## src/rtl/imem_loader_pkg.sv

```systemverilog
// imem_loader_pkg: shared FSM encoding, register offsets and CTRL/STATUS bit positions
package imem_loader_pkg;
  typedef enum logic [2:0] {S_IDLE, S_CHECK, S_REQ, S_DATA, S_DRAIN} state_t;
  localparam logic [1:0] REG_SRC  = 2'd0;
  localparam logic [1:0] REG_CNT  = 2'd1;
  localparam logic [1:0] REG_CTRL = 2'd2;
  localparam logic [1:0] REG_CSUM = 2'd3;
  localparam int CTRL_START  = 0;
  localparam int CTRL_ABORT  = 1;
  localparam int ST_BUSY     = 0;
  localparam int ST_DONE     = 1;
  localparam int ST_ERROR    = 2;
  localparam int ST_ABORTED  = 3;
endpackage

```

## src/rtl/imem_loader_if.sv

```systemverilog
// imem_loader_if: Avalon-MM burst read channel (avm_rx_*)
//   master: drives address (byte), burstcount, read; receives waitrequest, readdata, readdatavalid
//   slave:  the opposite direction
interface imem_loader_if;
  logic [31:0] address;
  logic [11:0] burstcount;
  logic        read;
  logic        waitrequest;
  logic [31:0] readdata;
  logic        readdatavalid;
  modport master (output address, burstcount, read, input waitrequest, readdata, readdatavalid);
  modport slave  (input address, burstcount, read, output waitrequest, readdata, readdatavalid);
endinterface

```

## src/rtl/imem_loader_regs.sv

```systemverilog
// imem_loader_regs: Avalon slave register file (SRC_ADDR, WORD_COUNT, CTRL/STATUS, CHECKSUM)
//   avs_*            : register slave bus, readdata combinational from avs_address
//   busy..aborted    : status bits from the loader FSM; checksum from the loader
//   src_addr, word_count : programmed load parameters
//   start, abort     : single-cycle CTRL write strobes
module imem_loader_regs
  import imem_loader_pkg::*;
(
  input  logic        clk,
  input  logic        reset_n,
  input  logic [1:0]  avs_address,
  input  logic        avs_write,
  input  logic        avs_read,
  input  logic [31:0] avs_writedata,
  output logic [31:0] avs_readdata,
  input  logic        busy,
  input  logic        done,
  input  logic        error,
  input  logic        aborted,
  input  logic [31:0] checksum,
  output logic [31:0] src_addr,
  output logic [31:0] word_count,
  output logic        start,
  output logic        abort
);
  logic [29:0] src_q;
  logic [31:0] cnt_q;
  logic [31:0] status;
  always_ff @(posedge clk or negedge reset_n)
    if (!reset_n) begin
      src_q <= '0;
      cnt_q <= '0;
    end else if (avs_write && !busy) begin
      if (avs_address == REG_SRC) src_q <= avs_writedata[31:2];
      if (avs_address == REG_CNT) cnt_q <= avs_writedata;
    end
  assign src_addr   = {src_q, 2'b00};
  assign word_count = cnt_q;
  assign start = avs_write && avs_address == REG_CTRL && avs_writedata[CTRL_START];
  assign abort = avs_write && avs_address == REG_CTRL && avs_writedata[CTRL_ABORT];
  always_comb begin
    status = '0;
    status[ST_BUSY]    = busy;
    status[ST_DONE]    = done;
    status[ST_ERROR]   = error;
    status[ST_ABORTED] = aborted;
    avs_readdata = !avs_read                ? '0 :
                   avs_address == REG_SRC   ? src_addr :
                   avs_address == REG_CNT   ? cnt_q :
                   avs_address == REG_CTRL  ? status : checksum;
  end
endmodule

```

## src/rtl/imem_loader.sv

```systemverilog
// imem_loader: copies WORD_COUNT words from SRC_ADDR via Avalon bursts into instruction memory
//   clk, reset_n : clock, asynchronous active-low reset
//   avs_*        : register slave (see imem_loader_regs)
//   avm_rx       : Avalon-MM burst read master (imem_loader_if.master)
//   mem_*        : instruction memory write port, word addressed, registered
//   core_hold    : high while a load is in progress or its last write is pending
// Optional: define IMEM_LOADER_CHECKSUM_EN for a wrap-around sum of all written words.
module imem_loader
  import imem_loader_pkg::*;
#(
  parameter int MAX_BURST       = 16,
  parameter int IMEM_ADDR_WIDTH = 12
) (
  input  logic                       clk,
  input  logic                       reset_n,
  input  logic [1:0]                 avs_address,
  input  logic                       avs_write,
  input  logic                       avs_read,
  input  logic [31:0]                avs_writedata,
  output logic [31:0]                avs_readdata,
  imem_loader_if.master              avm_rx,
  output logic                       mem_write,
  output logic [IMEM_ADDR_WIDTH-1:0] mem_address,
  output logic [31:0]                mem_writedata,
  output logic [3:0]                 mem_byteenable,
  output logic                       core_hold
);
  state_t      state, state_nxt;
  logic [31:0] src_addr, word_count, idx, remaining, checksum;
  logic [11:0] beats_left, burst;
  logic        start, abort, busy, done, error, aborted;
  logic        too_big, beat, last, final_beat, wr;
  imem_loader_regs u_regs (
    .clk(clk), .reset_n(reset_n),
    .avs_address(avs_address), .avs_write(avs_write), .avs_read(avs_read),
    .avs_writedata(avs_writedata), .avs_readdata(avs_readdata),
    .busy(busy), .done(done), .error(error), .aborted(aborted), .checksum(checksum),
    .src_addr(src_addr), .word_count(word_count), .start(start), .abort(abort)
  );
  assign remaining  = word_count - idx;
  assign burst      = remaining > 32'(MAX_BURST) ? 12'(MAX_BURST) : remaining[11:0];
  assign too_big    = {1'b0, word_count} > (33'd1 << IMEM_ADDR_WIDTH);
  assign beat       = avm_rx.readdatavalid;
  assign last       = beat && beats_left == 12'd1;
  assign final_beat = last && idx + 32'd1 == word_count;
  assign wr         = state == S_DATA && beat && !abort;
  always_ff @(posedge clk or negedge reset_n)
    if (!reset_n) state <= S_IDLE;
    else state <= state_nxt;
  // An abort that coincides with acceptance still owes the slave a full burst, hence DRAIN.
  always_comb begin
    state_nxt = state;
    case (state)
      S_IDLE:  state_nxt = start ? S_CHECK : S_IDLE;
      S_CHECK: state_nxt = (word_count == 32'd0 || too_big) ? S_IDLE : S_REQ;
      S_REQ:   state_nxt = !avm_rx.waitrequest ? (abort ? S_DRAIN : S_DATA) : (abort ? S_IDLE : S_REQ);
      S_DATA:  state_nxt = abort ? S_DRAIN : last ? (final_beat ? S_IDLE : S_REQ) : S_DATA;
      S_DRAIN: state_nxt = (beats_left == 12'd0 || last) ? S_IDLE : S_DRAIN;
      default: state_nxt = S_IDLE;
    endcase
  end
  always_comb begin
    busy              = state != S_IDLE;
    avm_rx.read       = state == S_REQ;
    avm_rx.address    = avm_rx.read ? src_addr + {idx[29:0], 2'b00} : '0;
    avm_rx.burstcount = avm_rx.read ? burst : '0;
  end
  always_ff @(posedge clk or negedge reset_n)
    if (!reset_n) begin
      idx           <= '0;
      beats_left    <= '0;
      done          <= 1'b0;
      error         <= 1'b0;
      aborted       <= 1'b0;
      mem_write     <= 1'b0;
      mem_address   <= '0;
      mem_writedata <= '0;
    end else begin
      mem_write <= wr;
      if (wr) begin
        mem_address   <= idx[IMEM_ADDR_WIDTH-1:0];
        mem_writedata <= avm_rx.readdata;
        idx           <= idx + 32'd1;
      end
      if (state == S_REQ && !avm_rx.waitrequest) beats_left <= burst;
      else if ((state == S_DATA || state == S_DRAIN) && beat && beats_left != 12'd0) beats_left <= beats_left - 12'd1;
      if (state == S_IDLE && start) begin
        idx     <= '0;
        done    <= 1'b0;
        error   <= 1'b0;
        aborted <= 1'b0;
      end
      if (state == S_CHECK) begin
        done  <= word_count == 32'd0;
        error <= too_big;
      end
      if (wr && final_beat) done <= 1'b1;
      if ((state == S_REQ || state == S_DRAIN) && state_nxt == S_IDLE) aborted <= 1'b1;
    end
`ifdef IMEM_LOADER_CHECKSUM_EN
  always_ff @(posedge clk or negedge reset_n)
    if (!reset_n) checksum <= '0;
    else if (state == S_IDLE && start) checksum <= '0;
    else if (wr) checksum <= checksum + avm_rx.readdata;
`else
  assign checksum = '0;
`endif
  assign core_hold      = busy || mem_write;
  assign mem_byteenable = 4'hF;
endmodule
```

## src/flat_wrapper.sv

```systemverilog
// flat-port wrapper written by rule: the top's interface ports become plain ports
module imem_loader_flat import imem_loader_pkg::*;
#(
  parameter int MAX_BURST       = 16,
  parameter int IMEM_ADDR_WIDTH = 12
)
  (clk, reset_n, avs_address, avs_write, avs_read, avs_writedata, avs_readdata, mem_write, mem_address, mem_writedata, mem_byteenable, core_hold, avm_rx_address, avm_rx_burstcount, avm_rx_read, avm_rx_waitrequest, avm_rx_readdata, avm_rx_readdatavalid);
  imem_loader_if avm_rx_i ();
  input  logic clk;
  input  logic reset_n;
  input  logic [1:0] avs_address;
  input  logic avs_write;
  input  logic avs_read;
  input  logic [31:0] avs_writedata;
  output logic [31:0] avs_readdata;
  output logic mem_write;
  output logic [IMEM_ADDR_WIDTH-1:0] mem_address;
  output logic [31:0] mem_writedata;
  output logic [3:0] mem_byteenable;
  output logic core_hold;
  output wire logic [$bits(avm_rx_i.address)-1:0] avm_rx_address;
  output wire logic [$bits(avm_rx_i.burstcount)-1:0] avm_rx_burstcount;
  output wire logic [$bits(avm_rx_i.read)-1:0] avm_rx_read;
  input wire logic [$bits(avm_rx_i.waitrequest)-1:0] avm_rx_waitrequest;
  input wire logic [$bits(avm_rx_i.readdata)-1:0] avm_rx_readdata;
  input wire logic [$bits(avm_rx_i.readdatavalid)-1:0] avm_rx_readdatavalid;
  assign avm_rx_address = avm_rx_i.address;
  assign avm_rx_burstcount = avm_rx_i.burstcount;
  assign avm_rx_read = avm_rx_i.read;
  assign avm_rx_i.waitrequest = avm_rx_waitrequest;
  assign avm_rx_i.readdata = avm_rx_readdata;
  assign avm_rx_i.readdatavalid = avm_rx_readdatavalid;
  imem_loader #(.MAX_BURST(MAX_BURST), .IMEM_ADDR_WIDTH(IMEM_ADDR_WIDTH)) u_core (.clk(clk), .reset_n(reset_n), .avs_address(avs_address), .avs_write(avs_write), .avs_read(avs_read), .avs_writedata(avs_writedata), .avs_readdata(avs_readdata), .avm_rx(avm_rx_i), .mem_write(mem_write), .mem_address(mem_address), .mem_writedata(mem_writedata), .mem_byteenable(mem_byteenable), .core_hold(core_hold));
endmodule
```

## config.mk

```make
export PLATFORM = sky130hd
export DESIGN_NAME = imem_loader_flat
export DESIGN_NICKNAME = d
export VERILOG_FILES = /design/src/rtl/imem_loader_pkg.sv /design/src/rtl/imem_loader_if.sv /design/src/rtl/imem_loader_regs.sv /design/src/rtl/imem_loader.sv /design/src/flat_wrapper.sv
export SDC_FILE = /design/constraint.sdc
export NUM_CORES = 1
export LEC_CHECK = 0
export CAP_MARGIN = 20
export CELL_PAD_IN_SITES_DETAIL_PLACEMENT = 1
export CELL_PAD_IN_SITES_GLOBAL_PLACEMENT = 1
export CORE_MARGIN = 5
export CORE_UTILIZATION = 37
export DETAILED_ROUTE_END_ITERATION = 16
export PLACE_DENSITY = 0.83
export SLEW_MARGIN = 20
export SYNTH_ARGS = -nofsm -noshare
export SYNTH_HDL_FRONTEND = slang
export SYNTH_HIERARCHICAL = 1
export SYNTH_SLANG_ARGS = --single-unit
```

## constraint.sdc

```tcl
create_clock -name clk -period 4 [get_ports clk]
set_input_delay 1 -clock clk [delete_from_list [all_inputs] [get_ports clk]]
set_output_delay 1 -clock clk [all_outputs]
set_load 0.03 [all_outputs]
```

==> metrics.md <==
| Metric | Value |
|---|---|
| Worst slew pin tran | `952 ps` |
| Vias in the first global route | `16100` |
| Main combinational cell family by area after synthesis | `simple AND/OR/NAND/NOR gates` |
| Cell Area, Synth | `12600 um^2` |
| WL per Instance | `26.1 um` |
| Input/output buffers | `185` |
| Max Fclk | `200 MHz` |
| Final WS setup | `-991 ps` |
| Boundary Pins | `199` |
| Area Growth Syn to Fin | `48.1%` |
| FF+latch area | `3930 um^2` |
| Met3 WL | `5.20 mm` |
| Hold Crit Start | `u_core/mem_writedata[29]` |
| Starting density of the core | `37.6%` |
| Max Clock Skew | `16.6 ps` |
| Clock sinks | `157` |
| Max clock buf depth | `2` |
| Die width | `195 um` |
| Slew Limit Fails | `0` |
| Number of synthesized flops with an enable pin | `0` |
| Worst Path Required | `3000 ps` |
| Die Y | `195 um` |
| Layout Nets | `2141` |
| Vias per cell | `6.11` |
| Most frequent cells in the layout | `buf_4, nand2_1, dfrtp_1` |
| Most common cell after layout, fill and taps aside | `buf_4` |
| Initial antenna violation count | `0` |
| Mapped Cells | `1510` |
| Fraction of registers with async set/reset | `100%` |
| Post-DRT Antenna Nets | `0` |
| Core Area | `33600 um^2` |
| Synthesis-stage register bit count | `157` |
| Fillcell total | `3916` |
| GRT Util Overall | `30.8%` |
| Global-route wire length before repair | `93.1 mm` |
| Worst hold path stage count | `2` |
| Ant diodes | `0` |
| R2r setup slk | `-470 ps` |
| Yosys Warn Count | `6` |
| Area leader, netlist | `dfrtp_1` |
| P_leak | `8.32 nW` |
| Synthesized area per cell | `8.37 um^2` |
| Largest fanout on the critical path | `5` |
| FF-to-FF path depth | `14` |
| Outcome | `complete, but fails checks` |
| Footprint of the multi-input gates | `8930 um^2` |
| Clock transition at the registers of the reported paths | `80 ps` |
| Wire length on met2 | `30.9 mm` |
| RSZ-0062 raised after global routing | `true` |
| CTS HTree Levels | `4` |
| Final period utilization | `125%` |
| Vias post-DR | `15100` |
| Synth top area cells | `dfrtp_1, ha_1, nand2_1` |
| Simple-Gate Fraction of Synth Area | `23.7%` |
| Crit start category | `flop` |
| Max cap viols | `0` |
| Routed wire length | `64.4 mm` |
| Worst hold margin | `487 ps` |
| Critical path class | `flop to output pin` |
| Violated checks | `negative setup slack` |
| Gr ovfl total | `0` |
| Wl on met1 | `23.7 mm` |
| Pwr Total | `14.8 mW` |
| Worst Setup End Kind | `output pin` |
| Worst reg2reg startpoint | `u_core/idx[0]` |
| 1st-pass router iterations | `7` |
| # DRC | `0` |
| Adder-cell share of the synthesized area | `6.56%` |
| FP Rows | `67` |
| Maximum VDD drop | `0.000422 V` |
| Sequential area share after synthesis | `31.1%` |
| CTS root buf | `clkbuf_16` |
| Largest net degree at the start of global routing | `96` |
| Final Hold Fails | `0` |
| Skew-Pair Late Insertion Delay | `460 ps` |
| CTS tree | `built` |
| Pwr dens | `793 nW/um^2` |
| Gpl congestion | `0.983` |
| Ys flop type | `dfrtp_1` |
| Hold EP | `u_core/mem_writedata[29]` |
| Slew margin rel. | `35.7%` |
| First DRT Iteration DRCs | `1288` |
| Complex-gate fraction of the synthesized area | `18.6%` |
| Post-synthesis xor/xnor area fraction | `5.82%` |
| Post-synth cell types | `89` |
| Share of cells above drive strength 1 | `30.8%` |
| CTS buffer count | `17` |
| Critical Path AT | `3990 ps` |
| Post-synthesis mux area share | `8.84%` |
| HPWL after DPL | `43.6 mm` |
| Yosys top cell area share | `31.1%` |
| Top sig layer | `met4` |
| Hold crit path type | `flop to flop` |
| Setup Viol. Count Final | `32` |
| Die Area | `37900 um^2` |
| RR Endpoint | `u_core/state[1]` |
| Min Tclk post-route | `4990 ps` |
==> cells in the mapped netlist (all sizes together) (13+ instances only) <==
cell	n
nor2	105
and2	18
o31ai	15
xor2	29
nand2	198
nand4	27
a21o	24
mux2	65
and3	20
buf	41
mux2i	34
nand2b	18
a211oi	13
nor2b	45
or3	17
a21oi	100
nor4	24
ha	63
nor3	34
clkbuf	46
nand3	36
o21ai	117
xnor2	55
dfrtp	157
inv	48
==> stage by stage <==
step / setup WS, ps / cell area, um^2 / instances / setup TNS (ps) / utilization [%]
6_report: -991 / 18700 / 2465 / -14430 / 55.7
5_1_grt: -1110 / 18700 / 2465 / -16500 / 55.7
4_1_cts: -932 / 18400 / 2451 / -9640 / 54.6
3_5_place_dp: -607 / 17200 / 2397 / -4540 / 51.1
3_3_place_gp: -622 / 17200 / 2397 / -3300 / 51.1
2_1_floorplan: -302 / 12900 / 1552 / -1360 / -
==> kinds of logic (layout without fill, tap and decap cells) <==
| kind of cell | count (synthesis) | count (layout) |
|---|---|---|
| AO/OA/AOI/OAI | 371 | 371 |
| buffers and inverters | 137 | 602 |
| AND/OR/NAND/NOR | 592 | 592 |
| multiplexers | 101 | 101 |
| other | 3 | 45 |
| flip-flops | 157 | 157 |
| XOR/XNOR | 84 | 84 |
| adder cells (fa/ha/maj) | 65 | 65 |
==> routing by layer <==
metal	vias to the layer above	global-route usage (%)
li1	6386	-
met1	7450	34.5
met2	920	53.2
met3	309	8.05
met4	0	17.2
met5	-	0
==> cell type report <==
type / count / share of cell area, %
repair buffers: 520 / 24.2
multi-input cells: 1258 / 47.7
clock buffers: 17 / 2.27
clock inverters: 15 / 0.795
flip-flops and latches: 157 / 21.0
inverters: 50 / 1.00
well taps: 448 / 2.99
==> state kept, by name, indices dropped and copies added, names as in the netlist <==
register                  cells
u_core/u_regs/word_count     32
u_core/beats_left            12
u_core/mem_writedata         32
u_core/mem_address           12
u_core/done                   1
u_core/idx                   32
u_core/u_regs/src_q          30
u_core/state                  3
u_core/mem_write              1
u_core/aborted                1
u_core/error                  1
==> how the worst max path moves through the flow <==
stage / from / endpoint / slack [ps] / depth (start not counted)
floorplan: u_core/u_regs/word_count[0] / avm_rx_burstcount[4] / -300 / 13
global placement: u_core/u_regs/word_count[0] / avm_rx_burstcount[2] / -620 / 15
detailed placement: u_core/u_regs/word_count[2] / avm_rx_burstcount[2] / -610 / 13
CTS: u_core/u_regs/word_count[0] / avm_rx_burstcount[4] / -930 / 15
global route: u_core/u_regs/word_count[0] / avm_rx_burstcount[4] / -1110 / 16
finish: u_core/u_regs/word_count[6] / avm_rx_burstcount[4] / -990 / 11
==> timing repair <==
action                     4_1_cts  5_1_grt
gates cloned                     0        0
hold endpoints to repair         0        0
pin swaps                       41       59
hold buffers                     0        0
setup endpoints to repair       31       29
setup buffers                   22       26
resized for setup              110       74
==> worst max-delay path, cell delays in order, from the launching register on <==
cell       delay, ps
dfrtp_1          450
ha_1             420
a2111oi_2        620
a21oi_2          160
mux2_2           310
nor2_1           270
nand2_1          100
or4_4            530
nand3b_1         190
buf_6            160
o21a_4           190
buf_6            130
==> power breakdown <==
group / switching [mW] / leakage, nW / internal, mW
clock: 0.853 / 0.283 / 0.835
sequential: 0.591 / 2.00 / 2.17
combinational: 5.66 / 6.04 / 4.74
total: 7.10 / 8.32 / 7.74
Power figures use the tool's default switching activity.
